File: config.mk
export PLATFORM = sky130hd
export DESIGN_NAME = fcmp_pipe
export DESIGN_NICKNAME = d
export VERILOG_FILES = /design/src/rtl/fcmp_pkg.sv /design/src/rtl/fcmp_mag_cmp.sv /design/src/rtl/fcmp_pipe.sv
export SDC_FILE = /design/constraint.sdc
export NUM_CORES = 1
export LEC_CHECK = 0
export CAP_MARGIN = 20
export CORE_UTILIZATION = 31
export DETAILED_ROUTE_END_ITERATION = 10
export PLACE_DENSITY_LB_ADDON = 0.05
export SETUP_SLACK_MARGIN = 0.1
export SLEW_MARGIN = 20
export SYNTH_ARGS = -nofsm -noshare
export SYNTH_HDL_FRONTEND = slang
export SYNTH_HIERARCHICAL = 1
export SYNTH_SLANG_ARGS = --single-unit
File: constraint.sdc
create_clock -name clk -period 3 [get_ports clk]
set_clock_uncertainty 0.2 [all_clocks]
set_input_delay 0.75 -clock clk [delete_from_list [all_inputs] [get_ports clk]]
set_output_delay 0.75 -clock clk [all_outputs]
set_load 0.05 [all_outputs]
File: src/rtl/fcmp_pkg.sv
// rtl/fcmp_pkg.sv - predicate encodings, exception classes and evaluation helpers for fcmp_pipe
package fcmp_pkg;

   typedef enum logic [2:0] {
      OP_EQ  = 3'd0,
      OP_NE  = 3'd1,
      OP_LT  = 3'd2,
      OP_LE  = 3'd3,
      OP_GT  = 3'd4,
      OP_GE  = 3'd5,
      OP_UNO = 3'd6,
      OP_ORD = 3'd7
   } fcmp_op_e;

   localparam logic [1:0] EXC_ZERO   = 2'b00;
   localparam logic [1:0] EXC_NORMAL = 2'b01;
   localparam logic [1:0] EXC_INF    = 2'b10;
   localparam logic [1:0] EXC_NAN    = 2'b11;

   // Coarse ordering across classes: -inf < -normal < zero < +normal < +inf.
   // Zeros ignore the sign so +0 and -0 land on the same rank; NaN is masked later.
   function automatic logic [2:0] fcmp_rank(input logic [1:0] exc, input logic sign);
      logic [2:0] r;
      case (exc)
         EXC_NORMAL: r = sign ? 3'd1 : 3'd3;
         EXC_INF:    r = sign ? 3'd0 : 3'd4;
         default:    r = 3'd2;
      endcase
      return r;
   endfunction

   // Any ordered predicate is false once a NaN is involved; NE and UNO become true.
   function automatic logic fcmp_eval(input fcmp_op_e op, input logic lt, input logic eq,
                                      input logic unord);
      logic r;
      case (op)
         OP_EQ:   r = ~unord & eq;
         OP_NE:   r = unord | ~eq;
         OP_LT:   r = ~unord & lt;
         OP_LE:   r = ~unord & (lt | eq);
         OP_GT:   r = ~unord & ~(lt | eq);
         OP_GE:   r = ~unord & ~lt;
         OP_UNO:  r = unord;
         default: r = ~unord;
      endcase
      return r;
   endfunction

endpackage

File: src/rtl/fcmp_mag_cmp.sv
// rtl/fcmp_mag_cmp.sv - unsigned magnitude comparator over the packed exponent/fraction field
module fcmp_mag_cmp #(
   parameter int N = 15
) (
   input  logic [N-1:0] a_i,
   input  logic [N-1:0] b_i,
   output logic         lt_o,
   output logic         gt_o,
   output logic         eq_o
);

   assign lt_o = (a_i < b_i);
   assign gt_o = (a_i > b_i);
   assign eq_o = ~lt_o & ~gt_o;

endmodule

File: src/rtl/fcmp_pipe.sv
// rtl/fcmp_pipe.sv - two-stage valid/ready FloPoCo comparator; FCMP_MINMAX_EN adds min_out/max_out
module fcmp_pipe
   import fcmp_pkg::*;
#(
   parameter int WE = 8,
   parameter int WF = 7
) (
   input  logic                clk,
   input  logic                rst,
   input  logic                in_valid,
   output logic                in_ready,
   input  logic [WE+WF+2:0]    X,
   input  logic [WE+WF+2:0]    Y,
   input  logic [2:0]          op,
   output logic                out_valid,
   input  logic                out_ready,
   output logic                result,
   output logic                unordered
`ifdef FCMP_MINMAX_EN
   ,
   output logic [WE+WF+2:0]    min_out,
   output logic [WE+WF+2:0]    max_out
`endif
);

   localparam int W  = WE + WF + 3;
   localparam int MW = WE + WF;

   logic          adv1, adv2;
   logic          mag_lt, mag_gt, mag_eq;

   // stage 1 state
   logic          v1_q, v1_d;
   logic [1:0]    exc_x_q, exc_x_d, exc_y_q, exc_y_d;
   logic          sx_q, sx_d, sy_q, sy_d;
   logic          mag_lt_q, mag_lt_d, mag_gt_q, mag_gt_d, mag_eq_q, mag_eq_d;
   fcmp_op_e      op_q, op_d;

   // stage 2 state
   logic          v2_q, v2_d;
   logic          res_q, res_d;
   logic          unord_q, unord_d;

   // stage 2 combine
   logic [2:0]    rank_x, rank_y;
   logic          nan_x, nan_y, ord_lt, ord_eq;

`ifdef FCMP_MINMAX_EN
   logic [W-1:0]  x_q, x_d, y_q, y_d;
   logic [W-1:0]  min_q, min_d, max_q, max_d;
   logic [W-1:0]  mm_min, mm_max;
`endif

   fcmp_mag_cmp #(.N(MW)) u_mag (
      .a_i  (X[MW-1:0]),
      .b_i  (Y[MW-1:0]),
      .lt_o (mag_lt),
      .gt_o (mag_gt),
      .eq_o (mag_eq)
   );

   // Handshake: each stage moves when it is empty or its occupant moves on
   always_comb begin
      adv2 = ~v2_q | out_ready;
      adv1 = ~v1_q | adv2;
   end

   assign in_ready  = adv1;
   assign out_valid = v2_q;
   assign result    = res_q;
   assign unordered = unord_q;

   // Stage 1 next state: decode classes and latch magnitude order when the stage advances
   always_comb begin
      v1_d     = v1_q;
      exc_x_d  = exc_x_q;
      exc_y_d  = exc_y_q;
      sx_d     = sx_q;
      sy_d     = sy_q;
      mag_lt_d = mag_lt_q;
      mag_gt_d = mag_gt_q;
      mag_eq_d = mag_eq_q;
      op_d     = op_q;
`ifdef FCMP_MINMAX_EN
      x_d      = x_q;
      y_d      = y_q;
`endif
      if (adv1) begin
         v1_d = in_valid;
         if (in_valid) begin
            exc_x_d  = X[W-1:W-2];
            exc_y_d  = Y[W-1:W-2];
            sx_d     = X[W-3];
            sy_d     = Y[W-3];
            mag_lt_d = mag_lt;
            mag_gt_d = mag_gt;
            mag_eq_d = mag_eq;
            op_d     = fcmp_op_e'(op);
`ifdef FCMP_MINMAX_EN
            x_d      = X;
            y_d      = Y;
`endif
         end
      end
   end

   // Full ordering from class rank; equal-rank normals fall back to magnitude, mirrored for negatives
   always_comb begin
      rank_x = fcmp_rank(exc_x_q, sx_q);
      rank_y = fcmp_rank(exc_y_q, sy_q);
      nan_x  = (exc_x_q == EXC_NAN);
      nan_y  = (exc_y_q == EXC_NAN);
      ord_lt = 1'b0;
      ord_eq = 1'b1;
      if (rank_x != rank_y) begin
         ord_lt = (rank_x < rank_y);
         ord_eq = 1'b0;
      end else if (exc_x_q == EXC_NORMAL) begin
         ord_lt = sx_q ? mag_gt_q : mag_lt_q;
         ord_eq = mag_eq_q;
      end
   end

`ifdef FCMP_MINMAX_EN
   // minNum/maxNum selection: a single NaN defers to the other operand, ties return X
   always_comb begin
      mm_min = x_q;
      mm_max = x_q;
      if (nan_x && nan_y) begin
         mm_min = {EXC_NAN, {(W-2){1'b0}}};
         mm_max = {EXC_NAN, {(W-2){1'b0}}};
      end else if (nan_x) begin
         mm_min = y_q;
         mm_max = y_q;
      end else if (nan_y || ord_eq) begin
         mm_min = x_q;
         mm_max = x_q;
      end else if (ord_lt) begin
         mm_min = x_q;
         mm_max = y_q;
      end else begin
         mm_min = y_q;
         mm_max = x_q;
      end
   end
`endif

   // Stage 2 next state: apply the predicate and capture it when the output slot advances
   always_comb begin
      v2_d    = v2_q;
      res_d   = res_q;
      unord_d = unord_q;
`ifdef FCMP_MINMAX_EN
      min_d   = min_q;
      max_d   = max_q;
`endif
      if (adv2) begin
         v2_d = v1_q;
         if (v1_q) begin
            res_d   = fcmp_eval(op_q, ord_lt, ord_eq, nan_x | nan_y);
            unord_d = nan_x | nan_y;
`ifdef FCMP_MINMAX_EN
            min_d   = mm_min;
            max_d   = mm_max;
`endif
         end
      end
   end

   // Pipeline registers; reset empties both stages and clears the visible outputs
   always_ff @(posedge clk) begin
      if (rst) begin
         v1_q     <= 1'b0;
         exc_x_q  <= EXC_ZERO;
         exc_y_q  <= EXC_ZERO;
         sx_q     <= 1'b0;
         sy_q     <= 1'b0;
         mag_lt_q <= 1'b0;
         mag_gt_q <= 1'b0;
         mag_eq_q <= 1'b0;
         op_q     <= OP_EQ;
         v2_q     <= 1'b0;
         res_q    <= 1'b0;
         unord_q  <= 1'b0;
`ifdef FCMP_MINMAX_EN
         x_q      <= '0;
         y_q      <= '0;
         min_q    <= '0;
         max_q    <= '0;
`endif
      end else begin
         v1_q     <= v1_d;
         exc_x_q  <= exc_x_d;
         exc_y_q  <= exc_y_d;
         sx_q     <= sx_d;
         sy_q     <= sy_d;
         mag_lt_q <= mag_lt_d;
         mag_gt_q <= mag_gt_d;
         mag_eq_q <= mag_eq_d;
         op_q     <= op_d;
         v2_q     <= v2_d;
         res_q    <= res_d;
         unord_q  <= unord_d;
`ifdef FCMP_MINMAX_EN
         x_q      <= x_d;
         y_q      <= y_d;
         min_q    <= min_d;
         max_q    <= max_d;
`endif
      end
   end

`ifdef FCMP_MINMAX_EN
   assign min_out = min_q;
   assign max_out = max_q;
`endif

endmodule

# Word level (Yosys, flattened, before mapping)
# Index checks and enable logic that the tools add are counted.
# classes
n_lt_le_gt_ge	3
n_reduce_logical	3
n_mux	12
bitwise	19
n_eq_ne	13
# ops
cell	n
greater-than comparator 15 bit	1
< comparator 15 bit	1
one-hot mux 3 bit (2 select lines)	2
equality test 3 bit (second input constant)	3
equality test 2 bit (second input constant)	4
inverter 1 bit	8
one-hot mux 1 bit (7 select lines)	1
bitwise AND 1 bit	6
equality test 3 x 2 -> 1 bit (second input constant)	2
2-to-1 mux 3 bit	2
2-to-1 mux 1 bit	5
bitwise OR 1 bit	5
equality test 2 x 1 -> 1 bit (second input constant)	2
2-to-1 mux 2 bit	2
AND reduction 2 bit	2
equality test 3 x 1 -> 1 bit (second input constant)	1
logical NOT 3 bit	1
< comparator 3 bit	1
!= test 3 bit	1
# totals
wordCells	62
input_bits	43
ff_bits	16
out_inout_bits	4

# Longest topological paths before layout
# depth
word_depth	8
depth_mapped	9
ltp_nobuf	9

# Cells and area by module
# Netlist, hierarchy kept.
# by_module_without_submodules
mod	seq_area_each_um2	n_inst	cells_each	area_each_um2
fcmp_pipe	320.3	1	114	928.4
fcmp_mag_cmp	0.0	1	57	397.9

# Worst setup path before layout
# OpenSTA, ideal clock, no wires.
# synth_path
kind	register to register
startpoint	register exc_y_q[0]
endpoint	register res_q (netlist: result)
t_required_ns	2.734
arrival_ns	2.262
path_buffers	0
synth_period_minus_slack_ns	2.528
setup_slack_ns	0.472
setup_ns	0.066
stages_incl_launch_ff	9
path_cell_list	dfxtp_1 inv_1 ha_1 or3b_2 ha_1 and3_1 a31oi_1 mux2_4 a21boi_2
# synth_via
elab_chain_cells	8
# synth_lines
element	line_no	text
start: declaration	fcmp_pipe.sv:34	logic [1:0] exc_x_q, exc_x_d, exc_y_q, exc_y_d;
start signal: assignment	fcmp_pipe.sv:194	exc_y_q <= exc_y_d;
equality test 2 bit or equality test 2 x 1 -> 1 bit (tied branches)	fcmp_pkg.sv:24	case (exc)
one-hot mux 3 bit (2 select lines)	fcmp_pkg.sv:24	
< comparator 3 bit or != test 3 bit (tied branches)	fcmp_pipe.sv:116, fcmp_pipe.sv:115	
2-to-1 mux 1 bit	fcmp_pipe.sv:115	if (rank_x != rank_y) begin
bitwise OR 1 bit	fcmp_pkg.sv:40, fcmp_pkg.sv:41	
inverter 1 bit	fcmp_pkg.sv:41	OP_GT: r = ~unord & ~(lt | eq);
bitwise AND 1 bit	fcmp_pkg.sv:41	
one-hot mux 1 bit (7 select lines) (*)	fcmp_pkg.sv:36	case (op)
end signal: assignment	fcmp_pipe.sv:202	res_q <= res_d;
end: declaration	fcmp_pipe.sv:41	logic res_q, res_d;
# Mark *: on every way between the ends. The rest lies on a longest branch, timed or not.
# A chain may end at the register's enable or synchronous reset.

# Worst setup path after layout
# Ends and elaborated chain as after synthesis.

==> reports/summary.md <==
The xor-xnor portion of the synthesized cell area was 0; the total of warnings raised by yosys was 6. Max-cap violations in this run came to 0. From bottom edge to top edge, the die measures 67.41 um. The dominant combinational cell family by area after synthesis is adder cells.

At the end of routability-driven placement, the weighted congestion stood at 0.7947. The worst hold path begins at mag_lt_q. For the worst-skew pair, the clock arrives at the later sink with an insertion delay of 0.25 ns. Among all flip-flop cells after synthesis, the most frequent one is sky130_fd_sc_hd__dfxtp_1. The run finished with clean final reports. The number of enable-type register cells in the synthesized netlist works out to 0. Entering global routing, the biggest net connects 14 pins. Startpoint of the most critical register-to-register path: exc_y_q[0]. The synthesized-area fraction occupied by and/or/nand/nor cells is 0.2264. The number of cells on the worst reg-to-reg path is 8. The sequential share of the synthesized area is 0.2415. The worst hold path was traced through 2 stages. Data on the critical path is required at its endpoint by 2.99 ns.

Setup violations remaining at the end of the flow were counted as 0. The proportion of layout cells with a drive suffix above 1 is 0.07306, and the final number of max-transition violations is 0. The total detailed-routing wirelength is 3.035 mm, and the count of instances resized after the clock tree is built is 0. STA classifies the critical path endpoint as a flop. Data arrives at the worst endpoint at 2.64 ns. The clock passes through at most 2 buffers.

The share of synthesized cell area in full adder, half adder and majority cells is 0.2453. Setup total negative slack on the finished layout was measured at 0 ns. Destination of the worst register-to-register timing path: result.

Counting the buffers created by CTS gives 3. The path with the worst hold slack has its endpoint at mag_lt_q. The cell accounting for the most synthesized area was sky130_fd_sc_hd__ha_1. After detailed routing, the average wire length per cell comes to 11.28 um. Global routing finished with a remaining overflow of 0. The tree is rooted in a sky130_fd_sc_hd__clkbuf_8. The run gives 0.6678 as the relative max-transition margin. The tools report the initial standard-cell utilization of the core as 0.3269. For the first-pass GRT wire length, the log shows 5.126 mm. Class of the most critical setup path: reg2reg. The detailed router finished its first iteration with 32 violations.

At the end of the flow, the number of nets in the layout was 289. op_q holds more flip-flops than any other register. Proportion of netlist area held by the largest area contributor: 0.2453. For this design the ratio of total power to cell area is 318.9 nW/um^2. The worst-case IR drop observed on VDD is 0.3180 mV.

The async set-reset flop share out of synthesis came out at 0. Compared with the post-synthesis result, the final layout area differs by 44.72%. The logs give 47 for the count of pins on the block boundary and 1226 for the number of global-route vias before repair.

Timing would allow up to 377.3 MHz. For the pin with the worst max-slew slack, the measured transition is 0.4967 ns. The largest registers in the layout are op_q: 3 flops, exc_x_q: 2 flops, exc_y_q: 2 flops.

Antenna diode instance count: 0. By area the synthesized netlist is led by sky130_fd_sc_hd__ha_1 (25%), sky130_fd_sc_hd__dfxtp_1 (24%), sky130_fd_sc_hd__a21oi_1 (8.7%). The number of antenna violations at the first check in global routing came out at 0. Row generation in the floorplan step produced 23 rows.

The mux contribution to synthesized area was 0.03585. The min-delay analysis places its worst path in the category reg2reg. The final cycle utilization of the critical path came out at 0.8834. Input and output buffers added on the ports amount to 46.

For the detailed placement HPWL, the log shows 2.588 mm. Clock-pin slew was measured on the worst setup and hold paths at 0.06 ns. The run gives 0 as the number of buffers added for setup after CTS. The die covers 4544 um^2. The final-report hold violation count is 0, and the horizontal die dimension is 67.41 um.

The post-synthesis cell area is 1326 um^2, and the number of buffers inserted by hold repair at cts is 0. In this run the remaining antenna-violating nets after routing total 0. Setup repair after global routing left no endpoint under its margin. The average via count per standard cell is 4.773. The fraction of the mapped netlist area in compound gates was 0.1726; the number of clock sinks was 16. The number of nets handed over by synthesis was 240. The worst path needs 2.650 ns of the cycle, external delays included.

The floorplan step defined a core boundary enclosing 4058 um^2. The register with the most flip-flops in the layout has 3 of them. Before antenna repair, the detailed router went through 4 iterations.

The global router's overall resource usage came out at 0.1480. Synthesis handed over a netlist of 171 instances. The nature of the critical path startpoint was a flop.

The synthesized netlist contains 33 unique library cells. For this run, design rule violations remaining after detail routing come to 0. The static leakage is 0.8444 nW, and the mean instance size in the synthesized netlist is 7.756 um^2. Hold is met by 0.2606 ns.

The count of H-tree levels built during CTS is 1, and the count of vias placed by the detailed router is 1284. The total of flip-flops plus latches after synthesis is 16. The maximum net fanout on the critical path came out at 5.

TritonCTS built the clock tree. The run gives 0.35 ns as the minimum setup slack among reg-to-reg paths.
per-layer routing:
| layer | vias to the layer above | wire length [um] | GRT usage |
|---|---|---|---|
| met1 | 572 | 1546 | 0.1899 |
| li1 | 690 | - | - |
| met2 | 20 | 1390 | 0.2488 |
| met3 | 2 | 86 | 0.03378 |
| met5 | - | 0 | 0 |
| met4 | 0 | 11 | 0.03457 |
cells in the mapped netlist (2+ instances only):
library cell	instances
sky130_fd_sc_hd__ha_1	26
sky130_fd_sc_hd__a21oi_1	23
sky130_fd_sc_hd__inv_1	21
sky130_fd_sc_hd__nand2_1	20
sky130_fd_sc_hd__dfxtp_1	16
sky130_fd_sc_hd__nand3_1	14
sky130_fd_sc_hd__nor2_1	9
sky130_fd_sc_hd__clkbuf_1	4
sky130_fd_sc_hd__nand2b_1	4
sky130_fd_sc_hd__nand4_1	4
sky130_fd_sc_hd__a31oi_1	3
sky130_fd_sc_hd__o21ai_0	3
sky130_fd_sc_hd__a21o_1	2
sky130_fd_sc_hd__buf_2	2
sky130_fd_sc_hd__nand3b_1	2
area by class of cell:
cell class / instances / area [um^2]
Clock buffer: 4 / 55.05
Fill cell: 393 / 2138
Inverter: 21 / 78.83
Multi-Input combinational cell: 128 / 902.1
Sequential cell: 16 / 320.3
Tap cell: 50 / 62.56
Timing Repair Buffer: 50 / 500.5
how the worst max path moves through the flow:
| stage | from | to | slack (ns) | cells after the start |
|---|---|---|---|---|
| after floorplan | exc_y_q[0] | result | 0.47 | 8 |
| after global placement | Y[13] | mag_gt_q | 0.24 | 9 |
| after detailed placement | Y[13] | mag_eq_q | 0.23 | 9 |
| after CTS | exc_y_q[0] | result | 0.33 | 8 |
| after global routing | exc_y_q[0] | result | 0.23 | 8 |
| final | exc_y_q[0] | result | 0.35 | 8 |
placed cells by master, fill, tap and decap left out, types with 4 or more instances in the layout:
cell and n:
sky130_fd_sc_hd__a21oi_1 23, sky130_fd_sc_hd__buf_4 4, sky130_fd_sc_hd__clkbuf_8 4, sky130_fd_sc_hd__clkdlybuf4s50_1 45, sky130_fd_sc_hd__dfxtp_1 16, sky130_fd_sc_hd__ha_1 26, sky130_fd_sc_hd__inv_1 21, sky130_fd_sc_hd__nand2_1 20
sky130_fd_sc_hd__nand2b_1 4, sky130_fd_sc_hd__nand3_1 14, sky130_fd_sc_hd__nand4_1 4, sky130_fd_sc_hd__nor2_1 9
power breakdown:
| group | leakage (nW) | internal (mW) | switching [mW] |
|---|---|---|---|
| logic | 0.684 | 0.106 | 0.0819 |
| clock network | 0.0288 | 0.116 | 0.0724 |
| registers | 0.132 | 0.224 | 0.0115 |
worst max-delay path, cell delays in order (launching register included):
cell	delay [ns]
sky130_fd_sc_hd__dfxtp_1	0.33
sky130_fd_sc_hd__inv_1	0.05
sky130_fd_sc_hd__ha_1	0.28
sky130_fd_sc_hd__or3b_2	0.45
sky130_fd_sc_hd__ha_1	0.32
sky130_fd_sc_hd__and3_1	0.26
sky130_fd_sc_hd__a31oi_1	0.26
sky130_fd_sc_hd__mux2_4	0.33
sky130_fd_sc_hd__a21boi_2	0.11
kinds of logic after synthesis:
| family | count (synthesis) |
|---|---|
| mux | 4 |
| buf+inv | 27 |
| flops | 16 |
| simple gates | 60 |
| fa+ha+maj | 26 |
| compound gates | 38 |
metrics by stage:
stage          setup slack (ns)  area [um^2]  cells    util  power, mW
2_1_floorplan            0.4723         1326    171       -     0.3415
3_3_place_gp             0.2389         1864    265  0.4595     0.4230
3_5_place_dp             0.2341         1864    265  0.4595     0.4286
4_1_cts                  0.3269         1919    269  0.4730     0.6176
5_1_grt                  0.2304         1919    269  0.4730     0.6484
6_report                 0.3497         1919    269  0.4730     0.6121
Note: power is estimated with default switching activity, not from simulation.
